## config.mk

```make
export PLATFORM = sky130hd
export DESIGN_NAME = muldiv_unit
export DESIGN_NICKNAME = d
export VERILOG_FILES = /design/src/rtl/muldiv_unit.sv
export SDC_FILE = /design/constraint.sdc
export NUM_CORES = 1
export LEC_CHECK = 0
export ABC_AREA = 1
export CAP_MARGIN = 25
export CORE_ASPECT_RATIO = 1.4
export CORE_MARGIN = 8
export CORE_UTILIZATION = 32
export CTS_BUF_LIST = sky130_fd_sc_hd__clkbuf_8
export CTS_CLUSTER_SIZE = 14
export DETAILED_ROUTE_END_ITERATION = 10
export GPL_ROUTABILITY_DRIVEN = 1
export PLACE_DENSITY_LB_ADDON = 0.15
export SLEW_MARGIN = 20
export SYNTH_ARGS = -nofsm -noshare
export SYNTH_HDL_FRONTEND = slang
export SYNTH_SLANG_ARGS = --single-unit
```

## constraint.sdc

```tcl
create_clock -name clk -period 4.3 [get_ports clk]
set_clock_uncertainty 0.1 [all_clocks]
set_input_delay 0.86 -clock clk [delete_from_list [all_inputs] [get_ports clk]]
set_output_delay 0.86 -clock clk [all_outputs]
set_load 0.03 [all_outputs]
```

## src/rtl/muldiv_unit.sv

```systemverilog
`default_nettype none
// ============================================================================
//  Module      : muldiv_unit
//  Description : Iterative RV32M/RV64M multiply/divide unit for the EX stage.
//                Radix-2 shift-add multiplier and restoring divider share one
//                XLEN-cycle sequencer; stalls the pipeline while busy and
//                delivers the result with a one-cycle done pulse.
//  Revision    : 1.0 - initial release
// ============================================================================
module muldiv_unit #(
    parameter int XLEN  = 32,
    parameter int CNT_W = $clog2(XLEN) + 1
) (
    input  logic            clk,
    input  logic            rst,
    input  logic [1:0]      alu_op,
    input  logic [2:0]      funct3,
    input  logic            funct7_0,
    input  logic            valid_in,
    input  logic            flush,
    input  logic [XLEN-1:0] a,
    input  logic [XLEN-1:0] b,
    output logic            ready,
    output logic            stall,
    output logic            done,
    output logic [XLEN-1:0] result
);

    typedef enum logic [1:0] {
        S_IDLE = 2'd0,
        S_BUSY = 2'd1,
        S_DONE = 2'd2
    } state_t;

    localparam logic [CNT_W-1:0] c_LAST = CNT_W'(XLEN - 1);
    localparam logic [XLEN-1:0]  c_MIN  = {1'b1, {(XLEN-1){1'b0}}};
    localparam logic [XLEN-1:0]  c_ONES = {XLEN{1'b1}};

    state_t             r_state;
    logic [CNT_W-1:0]   r_cnt;
    logic [2:0]         r_f3;
    logic               r_neg;
    logic [XLEN-1:0]    r_opb;
    logic [2*XLEN-1:0]  r_acc;
    logic               r_done;
    logic [XLEN-1:0]    r_result;

    logic               w_start;
    logic               w_a_signed;
    logic               w_b_signed;
    logic               w_sa;
    logic               w_sb;
    logic [XLEN-1:0]    w_mag_a;
    logic [XLEN-1:0]    w_mag_b;
    logic               w_neg;
    logic               w_div0;
    logic               w_ovf;
    logic [XLEN-1:0]    w_special_val;
    logic [XLEN:0]      w_top;
    logic [XLEN:0]      w_diff;
    logic [XLEN:0]      w_sum;
    logic [2*XLEN-1:0]  w_step;
    logic [2*XLEN-1:0]  w_prod_fix;
    logic [XLEN-1:0]    w_mul_res;
    logic [XLEN-1:0]    w_div_raw;
    logic [XLEN-1:0]    w_div_res;
    logic [XLEN-1:0]    w_final;

    assign w_start = valid_in & (alu_op == 2'b10) & funct7_0 & (r_state == S_IDLE);
    assign ready   = (r_state == S_IDLE);
    assign stall   = w_start | (r_state == S_BUSY);
    assign done    = r_done;
    assign result  = r_result;

    // Operand decode at accept: signedness, magnitudes, result sign, special cases
    always_comb begin
        w_a_signed = (funct3 == 3'b001) | (funct3 == 3'b010) |
                     (funct3 == 3'b100) | (funct3 == 3'b110);
        w_b_signed = (funct3 == 3'b001) | (funct3 == 3'b100) | (funct3 == 3'b110);
        w_sa       = a[XLEN-1] & w_a_signed;
        w_sb       = b[XLEN-1] & w_b_signed;
        w_mag_a    = w_sa ? -a : a;
        w_mag_b    = w_sb ? -b : b;
        // REM takes the dividend sign; every other signed op takes the XOR
        w_neg      = (funct3[2] & funct3[1]) ? w_sa : (w_sa ^ w_sb);
        w_div0     = funct3[2] & (b == '0);
        w_ovf      = funct3[2] & ~funct3[0] & (a == c_MIN) & (b == c_ONES);
        if (w_div0)
            w_special_val = funct3[1] ? a : c_ONES;
        else
            w_special_val = funct3[1] ? '0 : c_MIN;
    end

    // One iteration of shift-add multiply or restoring divide on the accumulator
    always_comb begin
        w_top  = r_acc[2*XLEN-1:XLEN-1];
        w_diff = w_top - {1'b0, r_opb};
        w_sum  = {1'b0, r_acc[2*XLEN-1:XLEN]} + (r_acc[0] ? {1'b0, r_opb} : '0);
        if (r_f3[2]) begin
            if (w_diff[XLEN])
                w_step = {r_acc[2*XLEN-2:0], 1'b0};
            else
                w_step = {w_diff[XLEN-1:0], r_acc[XLEN-2:0], 1'b1};
        end else begin
            w_step = {w_sum, r_acc[XLEN-1:1]};
        end
    end

    // Sign correction and result selection from the final iteration
    always_comb begin
        w_prod_fix = r_neg ? -w_step : w_step;
        w_mul_res  = (r_f3[1:0] == 2'b00) ? w_prod_fix[XLEN-1:0]
                                          : w_prod_fix[2*XLEN-1:XLEN];
        w_div_raw  = r_f3[1] ? w_step[2*XLEN-1:XLEN] : w_step[XLEN-1:0];
        w_div_res  = r_neg ? -w_div_raw : w_div_raw;
        w_final    = r_f3[2] ? w_div_res : w_mul_res;
    end

    // Sequencer: IDLE -> BUSY (XLEN iterations) -> DONE, result registered on DONE entry
    always_ff @(posedge clk) begin
        if (rst) begin
            r_state  <= S_IDLE;
            r_cnt    <= '0;
            r_f3     <= '0;
            r_neg    <= 1'b0;
            r_opb    <= '0;
            r_acc    <= '0;
            r_done   <= 1'b0;
            r_result <= '0;
        end else if (flush) begin
            r_state <= S_IDLE;
            r_cnt   <= '0;
            r_done  <= 1'b0;
        end else begin
            r_done <= 1'b0;
            case (r_state)
                S_IDLE: begin
                    if (w_start) begin
                        r_f3  <= funct3;
                        r_neg <= w_neg;
                        r_opb <= w_mag_b;
                        r_acc <= {{XLEN{1'b0}}, w_mag_a};
                        r_cnt <= '0;
                        if (w_div0 | w_ovf) begin
                            r_result <= w_special_val;
                            r_done   <= 1'b1;
                            r_state  <= S_DONE;
                        end else begin
                            r_state <= S_BUSY;
                        end
                    end
                end
                S_BUSY: begin
                    r_acc <= w_step;
                    r_cnt <= r_cnt + CNT_W'(1);
                    if (r_cnt == c_LAST) begin
                        r_result <= w_final;
                        r_done   <= 1'b1;
                        r_state  <= S_DONE;
                    end
                end
                S_DONE: begin
                    r_state <= S_IDLE;
                end
                default: begin
                    r_state <= S_IDLE;
                end
            endcase
        end
    end

endmodule
`default_nettype wire

```

==> results.txt <==
The overall routing resource usage came out at 31.2%. The largest individual stage delay along the critical path comes from the cell sky130_fd_sc_hd__dfxtp_1. The period utilization is 100%. The share of Yosys cell area claimed by the top area cell type came out at 19.5%. The area used by multi-input combinational logic is ~0.013 mm2. The growth of design area from synthesis to finish is 39.2%.

The post-detailed-route count of antenna-violating nets is 0. The kind of cell with the highest combined delay on the critical path is simple AND/OR/NAND/NOR gates. The flow ran to the end, but the final reports show violations.

The gate count after technology mapping is around 3200. The fraction of power consumed by sequential logic is between 20% and 30%. Together, buffers and inverters on the worst path number 3. The number of buffers created by CTS is 17. The post-synthesis compound-gate area fraction is 21.0%. The number of synthesized register bits is 141. The share of the core filled with cells in the final layout is 44.7%. Data on the critical path arrives at its endpoint at 4.67 ns. For the worst setup path, the data required time is 4.66 ns. The number of warnings reported in the yosys synthesis log came out at 0. After detailed routing, the wire length on met1 is 35.5 mm. The wire-length estimate of the detail-placed layout is 84.9 mm.

In this run the worst path has a maximum fanout of 20. The post-synthesis cell area is ~0.018 mm2. Setup violations remaining at the end of the flow were counted as 2. The total cell area at the placement stage is approximately 0.023 mm2.

The number of sinks on the clock net came out at 141. The share of total power dissipated in the clock network is 26.4%. Setup repair after global routing could not meet its margin everywhere.

The power per cell area is 188 mW/mm2. The via count of the first global-routing pass came to 23500. Sorting the synthesized cells by area gives the leading types as sky130_fd_sc_hd__nand2_1, sky130_fd_sc_hd__dfxtp_1, sky130_fd_sc_hd__inv_1. The total met3 wirelength after detailed routing is 3.84 mm. The maximum number of buffers from clock root to sink came out at 2. The fraction of synthesized area in multiplexers came out at 0%. The DRC violation count after routing is 0. The worst setup path is of the reg2reg kind.

The first detailed-routing pass ran for 8 iterations. The iteration-0 DRC count of the detailed router is 1562. The number of vias per cell came out at 5.23. The finished layout holds 4528 standard cells, fillers aside. The most common cell type on the critical path is sky130_fd_sc_hd__nand2_1. In this run, post-CTS hold repair placed 0 buffers. The first-pass GRT wire length is 147 mm. STA classifies the critical path endpoint as a flop. The largest net degree at the start of global routing came out at around 90. The fraction of layout cells with a size suffix above 1 is between 20% and 30%. The cell count after placement came out at 4482. The clock root buffer master is sky130_fd_sc_hd__clkbuf_8.

The post-route setup TNS came out at -0.0212 ns. Static timing analysis puts the maximum clock frequency at 0.232 GHz. TritonCTS built the clock tree. The largest family of logic cells by synthesized area is simple AND/OR/NAND/NOR gates.

Of the total synthesized cell area, the portion taken by full adders, half adders and majority gates is 5.20%. Input and output buffers added on the ports amount to 108. Across the VDD grid, the largest voltage drop is 205 uV. The final layout net count is 3932.

The congestion estimate from routability-driven global placement came to 1.02. For the pin with the worst max-slew slack, the measured transition is 1.03 ns. The post-route cell area is 0.0245 mm2. The number of antenna violations at the first check in global routing is 1. The shortest clock period the worst path allows after layout is 4.31 ns. The combinational share of power is 44.6%. The area of all sequential standard cells is 0.00284 mm2. The startpoint of the worst register-to-register path is r_acc[52]. The initial core utilization came out at 32.1%. The cell leakage power came out at 12.6 nW. The core region is 0.0549 mm2. The number of core rows came out at 102. The commonest cells after synthesis are sky130_fd_sc_hd__nand2_1, sky130_fd_sc_hd__inv_1, sky130_fd_sc_hd__nor2_1, sky130_fd_sc_hd__a21oi_1, sky130_fd_sc_hd__o21ai_0.

The maximum single-stage delay on the critical path is 0.51 ns. Sequential elements use 16.0% of the synthesized area. Counting flops with a built-in enable in the synthesized netlist gives 0. Yosys instantiated no cell more often than sky130_fd_sc_hd__nand2_1. The final hold slack came out at 0.376 ns. The synthesized net count came out at approximately 3400. The post-layout worst setup margin is -0.0121 ns.

The reported max-cap violation count is 0. The die is 214 um wide. 109 I/O pins were placed. The fraction of power spent switching nets came out at around 42%.

In the synthesized netlist the dominant register cell turns out to be sky130_fd_sc_hd__dfxtp_1. The die is between 200 and 300 um tall. sky130_fd_sc_hd__nand2_1 takes more of the synthesized area than any other cell.

After synthesis, the netlist uses 62 different library cells. The proportion of synthesized flip-flops having asynchronous set or reset came out at 0%. The clock edge transition at the registers on the reported setup and hold paths came out at 0.11 ns. Summing the areas of all xor and xnor instances in the mapped netlist gives 3.83% of the synthesized area.

The source of the worst hold timing path is r_acc[12]. The startpoint class of the critical path is a flop. Detailed routing placed a total of about 52 mm of wire on met2. The total overflow reported by the global router is 0. The analysis attributes to net switching a power of a little under 2 mW. A synthesized cell averages between 5 and 6 um2. The clock latency on the worst-skew pair is 0.53 ns. The floorplan step defined a die boundary enclosing 0.0629 mm2.

The cell internal power dissipation is approximately 2.7 mW. The hold violation total from the final report is 0. The overall routed net length came out at 101 mm. The clock tree synthesis step divided the H-tree into 4 levels. The via count came out at 23700.

In this run the tightest slew margin relative to its limit is a little under a third. The final reports fail on setup timing. The number of slew-limit violations in the final report is 0.

The final routed wire length divided by cell count is 22.4 um. The top routing layer in use is met4. The path type of the worst min-delay path is reg2reg.

The synthesized-area fraction occupied by and/or/nand/nor cells came out at 41.6%. The final-layout fill cell count came out at roughly 6000. In this run the worst setup path begins at r_acc[52].
cells by family after synthesis:
| kind of cell | Yosys count |
|---|---|
| adders and majority gates | 72 |
| AOI/OAI and AO/OA | 669 |
| DFF | 141 |
| xor gates and xnor gates | 77 |
| and+or+nand+nor | 1698 |
| buffers and inverters | 554 |
path summary, 6_finish.rpt:
check | end | slack, ns | cells past startpoint
min reg2reg | r_acc[12] | 0.38 | 2
max reg2reg | result[31] | -0.01 | 26
min | r_acc[12] | 0.38 | 2
max | result[31] | -0.01 | 26
placed cells by master, fill, tap and decap left out, drive strengths merged, types with 5 or more instances in the layout:
cell             n
nand2          942
buf            568
inv            442
nor2           346
a21oi          307
o21ai          279
nand3          245
dfxtp          141
clkdlybuf4s50  107
ha              70
xor2            59
nor3            53
nand4           49
nand3b          22
xnor2           18
clkbuf          17
or2             16
o211ai          15
a31oi           14
o21bai          11
nor4            11
a21boi          11
and2             6
a211oi           6
a221oi           5
worst register-to-register path, delay by kind of cell, from the launching register on:
family / cells / cell delay [ns]
AO/OA/AOI/OAI: 3 / 0.59
adder cells (fa/ha/maj): 1 / 0.26
buffers and inverters: 3 / 0.60
AND/OR/NAND/NOR: 19 / 2.18
flip-flops: 1 / 0.51
state kept, by name, summed over array words and instances, names as in the netlist:
register / flops
done: 1
r_acc: 64
r_cnt: 6
r_f3: 3
r_neg: 1
r_opb: 32
r_state: 2
result: 32
per-layer routing:
layer	up-vias	track usage, %
met5	-	0
met4	0	27.6
met3	281	3.01
met2	739	58.3
met1	11100	30.6
li1	11600	-
power groups by stage:
stage	clock [mW]	sequential (mW)	combinational, mW
2_1_floorplan	0	1.36	0.970
3_3_place_gp	0	1.37	1.90
3_5_place_dp	0	1.37	1.90
4_1_cts	1.23	1.34	1.95
5_1_grt	1.27	1.34	2.20
6_report	1.21	1.34	2.05
area by class of cell:
class	count	share of cell area, %
Antenna cell	1	0.0102
Clock buffer	17	0.954
Clock inverter	15	0.653
Inverter	435	6.69
Multi-Input combinational cell	2516	54.2
Sequential cell	141	11.6
Tap cell	728	3.72
Timing Repair Buffer	675	22.2
what timing repair did:
| action | 4_1_cts | 5_1_grt |
|---|---|---|
| buffers inserted | 3 | 11 |
| pin swaps | 14 | 35 |
| setup endpoints to repair | 30 | 32 |
| gates resized for setup | 38 | 144 |
per-stage QoR:
stage | setup WS [ns] | power (mW)
2_1_floorplan | 0.341 | 2.33
3_3_place_gp | -0.567 | 3.26
3_5_place_dp | -0.627 | 3.26
4_1_cts | -0.00709 | 4.52
5_1_grt | -0.251 | 4.81
6_report | -0.0121 | 4.60
(Power assumes the default switching activity.)
